--- config.mk ---
export PLATFORM = sky130hd
export DESIGN_NAME = alu_cc_stage_flat
export DESIGN_NICKNAME = d
export VERILOG_FILES = /design/src/rtl/alu_cc_stage_if.sv /design/src/rtl/alu_cc_stage.sv /design/src/flat_wrapper.sv
export SDC_FILE = /design/constraint.sdc
export NUM_CORES = 1
export LEC_CHECK = 0
export BUFFER_PORTS_ARGS = -buffer_cell sky130_fd_sc_hd__buf_2
export CAP_MARGIN = 15
export CORE_MARGIN = 2
export CORE_UTILIZATION = 35
export DETAILED_ROUTE_END_ITERATION = 16
export PLACE_DENSITY = 0.61
export SYNTH_ARGS = -nofsm -noshare
export SYNTH_HDL_FRONTEND = slang
export SYNTH_SLANG_ARGS = --single-unit
export TNS_END_PERCENT = 1
--- constraint.sdc ---
create_clock -name clk -period 2.1 [get_ports clk]
set_input_delay 0.21 -clock clk [delete_from_list [all_inputs] [get_ports clk]]
set_output_delay 0.21 -clock clk [all_outputs]
set_load 0.05 [all_outputs]
--- src/rtl/alu_cc_stage_if.sv ---
// Handshake and data bundle between an issuing datapath and the alu_cc_stage execute unit.
// The stage itself connects through the slave modport.
interface alu_cc_stage_if #(
  parameter int unsigned WIDTH = 64
) ();

  logic             in_valid;
  logic             in_ready;
  logic [1:0]       alu_fun;
  logic [WIDTH-1:0] op_a;
  logic [WIDTH-1:0] op_b;
  logic             set_cc;
  logic             out_valid;
  logic             out_ready;
  logic [WIDTH-1:0] val_e;
  logic [2:0]       res_cc;
  logic [2:0]       cc;
  logic [2:0]       cond_fn;
  logic             cnd;

  modport master (
    output in_valid, alu_fun, op_a, op_b, set_cc, out_ready, cond_fn,
    input  in_ready, out_valid, val_e, res_cc, cc, cnd
  );

  modport slave (
    input  in_valid, alu_fun, op_a, op_b, set_cc, out_ready, cond_fn,
    output in_ready, out_valid, val_e, res_cc, cc, cnd
  );

endinterface

--- src/rtl/alu_cc_stage.sv ---
// Registered ADD/SUB/AND/XOR execute stage with valid/ready handshakes, an architectural
// {OF,SF,ZF} condition-code register and Y86 branch/cmov condition evaluation.
module alu_cc_stage #(
  parameter int unsigned WIDTH    = 64,
  parameter logic [2:0]  CC_RESET = 3'b001
) (
  input logic          clk,
  input logic          reset,
  alu_cc_stage_if.slave bus
);

  typedef enum logic [1:0] {
    FunAdd = 2'd0,
    FunSub = 2'd1,
    FunAnd = 2'd2,
    FunXor = 2'd3
  } alu_fun_e;

  typedef enum logic [2:0] {
    CondAlways = 3'd0,
    CondLe     = 3'd1,
    CondL      = 3'd2,
    CondE      = 3'd3,
    CondNe     = 3'd4,
    CondGe     = 3'd5,
    CondG      = 3'd6,
    CondRsvd   = 3'd7
  } cond_fn_e;

  logic             out_valid_q, out_valid_d;
  logic [WIDTH-1:0] val_q, val_d;
  logic [2:0]       res_cc_q, res_cc_d;
  logic [2:0]       cc_q, cc_d;

  logic             in_ready;
  logic             accept;
  logic [WIDTH-1:0] alu_res;
  logic             alu_of;
  logic [2:0]       alu_flags;
  logic             a_msb, b_msb, r_msb;

  // A full output register still accepts when the consumer drains it in the same cycle.
  assign in_ready = !out_valid_q || bus.out_ready;
  assign accept   = bus.in_valid && in_ready;

  assign a_msb = bus.op_a[WIDTH-1];
  assign b_msb = bus.op_b[WIDTH-1];
  assign r_msb = alu_res[WIDTH-1];

  always_comb begin
    alu_res = '0;
    unique case (alu_fun_e'(bus.alu_fun))
      FunAdd: alu_res = bus.op_b + bus.op_a;
      FunSub: alu_res = bus.op_b - bus.op_a;
      FunAnd: alu_res = bus.op_b & bus.op_a;
      FunXor: alu_res = bus.op_b ^ bus.op_a;
      default: alu_res = '0;
    endcase
  end

  always_comb begin
    alu_of = 1'b0;
    unique case (alu_fun_e'(bus.alu_fun))
      FunAdd: alu_of = (a_msb == b_msb) && (r_msb != a_msb);
      // SUB computes b - a, so overflow is judged against b's sign.
      FunSub: alu_of = (a_msb != b_msb) && (r_msb != b_msb);
      FunAnd: alu_of = 1'b0;
      FunXor: alu_of = 1'b0;
      default: alu_of = 1'b0;
    endcase
  end

  assign alu_flags = {alu_of, r_msb, (alu_res == '0)};

  always_comb begin
    out_valid_d = out_valid_q;
    val_d       = val_q;
    res_cc_d    = res_cc_q;
    cc_d        = cc_q;
    if (accept) begin
      out_valid_d = 1'b1;
      val_d       = alu_res;
      res_cc_d    = alu_flags;
      if (bus.set_cc) begin
        cc_d = alu_flags;
      end
    end else if (bus.out_ready) begin
      out_valid_d = 1'b0;
    end
  end

  always_ff @(posedge clk or posedge reset) begin
    if (reset) begin
      out_valid_q <= 1'b0;
      val_q       <= '0;
      res_cc_q    <= 3'b000;
      cc_q        <= CC_RESET;
    end else begin
      out_valid_q <= out_valid_d;
      val_q       <= val_d;
      res_cc_q    <= res_cc_d;
      cc_q        <= cc_d;
    end
  end

  logic cc_of, cc_sf, cc_zf, sf_ne_of;
  logic cnd;

  assign cc_of    = cc_q[2];
  assign cc_sf    = cc_q[1];
  assign cc_zf    = cc_q[0];
  assign sf_ne_of = cc_sf ^ cc_of;

  always_comb begin
    cnd = 1'b0;
    unique case (cond_fn_e'(bus.cond_fn))
      CondAlways: cnd = 1'b1;
      CondLe:     cnd = sf_ne_of | cc_zf;
      CondL:      cnd = sf_ne_of;
      CondE:      cnd = cc_zf;
      CondNe:     cnd = !cc_zf;
      CondGe:     cnd = !sf_ne_of;
      CondG:      cnd = !sf_ne_of && !cc_zf;
      CondRsvd:   cnd = 1'b0;
      default:    cnd = 1'b0;
    endcase
  end

  assign bus.in_ready  = in_ready;
  assign bus.out_valid = out_valid_q;
  assign bus.val_e     = val_q;
  assign bus.res_cc    = res_cc_q;
  assign bus.cc        = cc_q;
  assign bus.cnd       = cnd;

endmodule

--- src/flat_wrapper.sv ---
// flat-port wrapper written by rule: the top's interface ports become plain ports
module alu_cc_stage_flat 
#(
  parameter int unsigned WIDTH    = 64,
  parameter logic [2:0]  CC_RESET = 3'b001
)
  (clk, reset, bus_in_valid, bus_alu_fun, bus_op_a, bus_op_b, bus_set_cc, bus_out_ready, bus_cond_fn, bus_in_ready, bus_out_valid, bus_val_e, bus_res_cc, bus_cc, bus_cnd);
  alu_cc_stage_if #(.WIDTH(WIDTH)) bus_i ();
  input logic clk;
  input logic reset;
  input wire logic [$bits(bus_i.in_valid)-1:0] bus_in_valid;
  input wire logic [$bits(bus_i.alu_fun)-1:0] bus_alu_fun;
  input wire logic [$bits(bus_i.op_a)-1:0] bus_op_a;
  input wire logic [$bits(bus_i.op_b)-1:0] bus_op_b;
  input wire logic [$bits(bus_i.set_cc)-1:0] bus_set_cc;
  input wire logic [$bits(bus_i.out_ready)-1:0] bus_out_ready;
  input wire logic [$bits(bus_i.cond_fn)-1:0] bus_cond_fn;
  output wire logic [$bits(bus_i.in_ready)-1:0] bus_in_ready;
  output wire logic [$bits(bus_i.out_valid)-1:0] bus_out_valid;
  output wire logic [$bits(bus_i.val_e)-1:0] bus_val_e;
  output wire logic [$bits(bus_i.res_cc)-1:0] bus_res_cc;
  output wire logic [$bits(bus_i.cc)-1:0] bus_cc;
  output wire logic [$bits(bus_i.cnd)-1:0] bus_cnd;
  assign bus_i.in_valid = bus_in_valid;
  assign bus_i.alu_fun = bus_alu_fun;
  assign bus_i.op_a = bus_op_a;
  assign bus_i.op_b = bus_op_b;
  assign bus_i.set_cc = bus_set_cc;
  assign bus_i.out_ready = bus_out_ready;
  assign bus_i.cond_fn = bus_cond_fn;
  assign bus_in_ready = bus_i.in_ready;
  assign bus_out_valid = bus_i.out_valid;
  assign bus_val_e = bus_i.val_e;
  assign bus_res_cc = bus_i.res_cc;
  assign bus_cc = bus_i.cc;
  assign bus_cnd = bus_i.cnd;
  alu_cc_stage #(.WIDTH(WIDTH), .CC_RESET(CC_RESET)) u_core (.clk(clk), .reset(reset), .bus(bus_i));
endmodule
==> flow_summary_export.csv <==
group,metric,value,unit
drt,vias_per_cell,5.45,
critical_path,crit_path_max_fanout,8,
logic_synthesis,syn-num-nets,1818,
hold_path,hp-class,"in -> reg",
placement,hpwl,43.3,mm
floorplanning,rows,66,
logic_synthesis,ys_async_sr_fraction,100,%
drt,first_iter_violations,1207,
cells_and_area,layout_commonest_cell,"buf_4",
cells_and_area,stdcell_count,2739,
logic_synthesis,synthDistinctLibCells,84,
logic_synthesis,synth-seq-cells,70,
timing,setup_violations,65,
timing,period_share,232,%
critical_path,crit_path_cell_trace,"buf_2, nor4_4, nand3_2, or3_4, or3_4, o41ai_4, buf_4, nand2_1, xnor2_1, ha_2, and4_2, and2_4, nand3_1, a211o_1, a311oi_1, a221o_1, o211ai_1, nor4_2, buf_4, and4_1, and4_1, a22o_1",
cells_and_area,fillers,3117,
timing,timing.final.crit_period,4.87,ns
clock_tree,clock_latency,0.34,ns
floorplanning,io_pins,211,
drt,dr.pass1.iters,5,
logic_synthesis,syn_area,0.0114,mm²
grt,first_global_vias,14200,
timing,setup_tns,-108.00,ns
clock_tree,cts_tree,"built",
cells_and_area,drive_gt1_share,44.8,%
timing,relSlewSlack,45.0,%
drt,routed_wl,51.5,mm
logic_synthesis,syn_inst,1551,
cells_and_area,finish.utilization,57.0,%
clock_tree,h-tree-depth,3,
floorplanning,die_area,0.0341,mm²
placement,post_dp_cell_area,0.0172,mm²
cells_and_area,stdcell_area,0.0184,mm²
cells_and_area,area_growth,61.2,%
status,violations,"negative setup slack",
critical_path,cp-start-kind,"input pin",
hold_path,whs_endpoint,"u_core.bus.out_valid$_DFFE_PP0P_",
logic_synthesis,yosysSeqAreaShare,15.4,%
clock_tree,clock_path_buffers,2,
timing,tightest_slew,0.825,ns
critical_path,reg2reg_depth,6,
placement,dpl_worst_slack,-3.43,ns
clock_tree,path_clk_slew,0.07,ns
timing,finalMaxSlewViolations,0,
cells_and_area,fin_nets,2559,
cells_and_area,diodes,0,
critical_path,rr_startpoint,"u_core.bus.out_valid$_DFFE_PP0P_",
drt,drc,0,
timing,clock-skew-final,0.00995,ns
placement,dp_cells,2712,
floorplanning,core,0.0323,mm²
grt,grt_pass1_wl,77.8,mm
floorplanning,die_h,185,µm
critical_path,slowest_stage,"or3_4",
critical_path,worst-r2r-setup-slack,0.27,ns
cells_and_area,final_cell_mix,"606 x buf_4, 208 x buf_2, 200 x nand2_1",
power_and_ir_drop,powerDensity,617,mW/mm²
critical_path,required,2.38,ns
cells_and_area,multiInputGateArea,0.00991,mm²
timing,worst_slack,-2.77,ns
drt,detail-route-antenna-nets,0,
critical_path,worstSetupStartpoint,"bus_op_a[2]",
placement,port_buffers,210,
power_and_ir_drop,p_leak,8.76,nW
critical_path,r2r-end,"u_core.bus.cc[0]$_DFFE_PP1P_",
critical_path,worstSetupEndpointType,"flop",
logic_synthesis,synth_area_per_cell,7.36,µm²
clock_tree,clkSinkCount,70,
timing,rsz0062_at_grt,"true",
placement,gp_congestion,0.943,
critical_path,arrival,5.15,ns
logic_synthesis,ys_warn_count,0,
hold_path,hold_start,"bus_in_valid",
critical_path,critical_path_class,"in -> reg",
critical_path,slowest_delay,0.42,ns
status,status,"finished, violations left",
floorplanning,start_util,35.4,%
power_and_ir_drop,power,11.4,mW
timing,whs,0.112,ns
flow_run,maxCapViolations,0,
hold_path,min_path_cells,2,
grt,overflow,0,
drt,vias,14900,
grt,grt_max_degree,62,
clock_tree,root_buffer,"clkbuf_16",
clock_tree,numCtsBuffers,9,
logic_synthesis,synth_ff_type,"dfrtp_1",
grt,antenna_found_initial,0,
floorplanning,fp.dieW,185,µm
timing,clock.fmax,205,MHz
drt,wl_per_cell,18.8,µm
logic_synthesis,synth-edff-count,0,
timing,hold_viol,0,
cells_and_area,ff_latch_area,0.00175,mm²
grt,track_usage,29.4,%
power_and_ir_drop,peakVddDrop,0.524,mV
[state kept, by name, summed over array words and instances (netlist names)]
signal and cells:
u_core.bus.res_cc 3, u_core.bus.cc 3, u_core.bus.val_e 63, u_core.bus.out_valid 1
[kinds of logic after synthesis]
group,synth area share (%)
DFF,15.4
adders and majority gates,14.2
AOI/OAI and AO/OA,26.5
and+or+nand+nor,25.1
buffers and inverters,5.08
xor gates and xnor gates,7.58
muxes,6.19
[report_power, final]
group	internal, mW	switching [mW]	leakage (nW)
sequential	1.63	0.190	0.853
combinational	3.25	4.39	7.73
clock	1.29	0.612	0.180
[what timing repair did]
item | 4_1_cts | 5_1_grt
setup endpoints to repair | 66 | 67
resized for setup | 78 | 103
pin swaps | 10 | 34
endpoints found under the hold margin | 18 | 0
hold buffers | 1 | 0
setup buffers | 3 | 7
[worst max-delay path: cells and delay by family]
family | cells | cell delay (ns)
adders and majority gates | 1 | 0.41
xor gates and xnor gates | 1 | 0.13
AOI/OAI and AO/OA | 6 | 1.39
buffers and inverters | 3 | 0.47
and+or+nand+nor | 11 | 2.54
[cell type report]
cell class | count | share of cell area (%)
Tap cell | 442 | 3.01
Inverter | 27 | 0.551
Clock inverter | 7 | 0.796
Multi-Input combinational cell | 1362 | 53.8
Sequential cell | 70 | 9.53
Clock buffer | 9 | 1.22
Timing Repair Buffer | 822 | 31.1
[synth_stat cells (5+ instances only)]
master / instances / area, µm²
nand2_1: 205 / 769
nor2_1: 143 / 537
ha_1: 128 / 1600
o21ai_0: 126 / 631
a21oi_1: 115 / 576
dfrtp_1: 69 / 1730
xnor2_1: 58 / 508
clkbuf_1: 54 / 203
mux2i_1: 47 / 470
nor3_1: 46 / 230
nand4_1: 45 / 282
xor2_1: 39 / 342
nand3_1: 27 / 135
inv_1: 26 / 97.6
o211ai_1: 26 / 195
nor4_1: 23 / 144
o21a_1: 23 / 173
mux2_2: 21 / 236
nand2b_1: 19 / 119
a31oi_1: 18 / 113
o31ai_1: 18 / 135
or3_1: 18 / 113
a211oi_1: 17 / 128
a21o_1: 16 / 120
and3_1: 14 / 87.6
buf_6: 14 / 158
buf_2: 13 / 65.1
nor2b_1: 12 / 75.1
o21ai_1: 10 / 50.1
o21bai_1: 10 / 75.1
and4_1: 9 / 78.8
o22ai_1: 9 / 56.3
a221oi_1: 7 / 61.3
buf_1: 7 / 26.3
a2111oi_0: 6 / 52.6
a21boi_0: 6 / 45.0
and2_1: 6 / 37.5
or2_2: 6 / 37.5
nand3b_1: 5 / 37.5
o31a_1: 5 / 43.8
o41ai_1: 5 / 43.8
[how the worst max path moves through the flow]
stage / endpoint / slack, ns
detailed placement: u_core.bus.cc[0]$_DFFE_PP1P_ / -3.43
global placement: u_core.bus.res_cc[0]$_DFFE_PP0P_ / -3.32
CTS: u_core.bus.cc[0]$_DFFE_PP1P_ / -2.77
finish: u_core.bus.cc[0]$_DFFE_PP1P_ / -2.77
global route: u_core.bus.cc[0]$_DFFE_PP1P_ / -2.94
floorplan: u_core.bus.res_cc[0]$_DFFE_PP0P_ / -2.45
[per-layer routing]
metal,wire [µm],GRT usage (%),vias up,part of all wire [%]
li1,-,-,7263,-
met1,24500,42.2,7075,48
met2,22300,46.4,507,43
met3,3380,3.54,72,6.6
met4,1330,7.49,0,2.6
met5,0,0,-,0
Power figures use the tool's default switching activity.
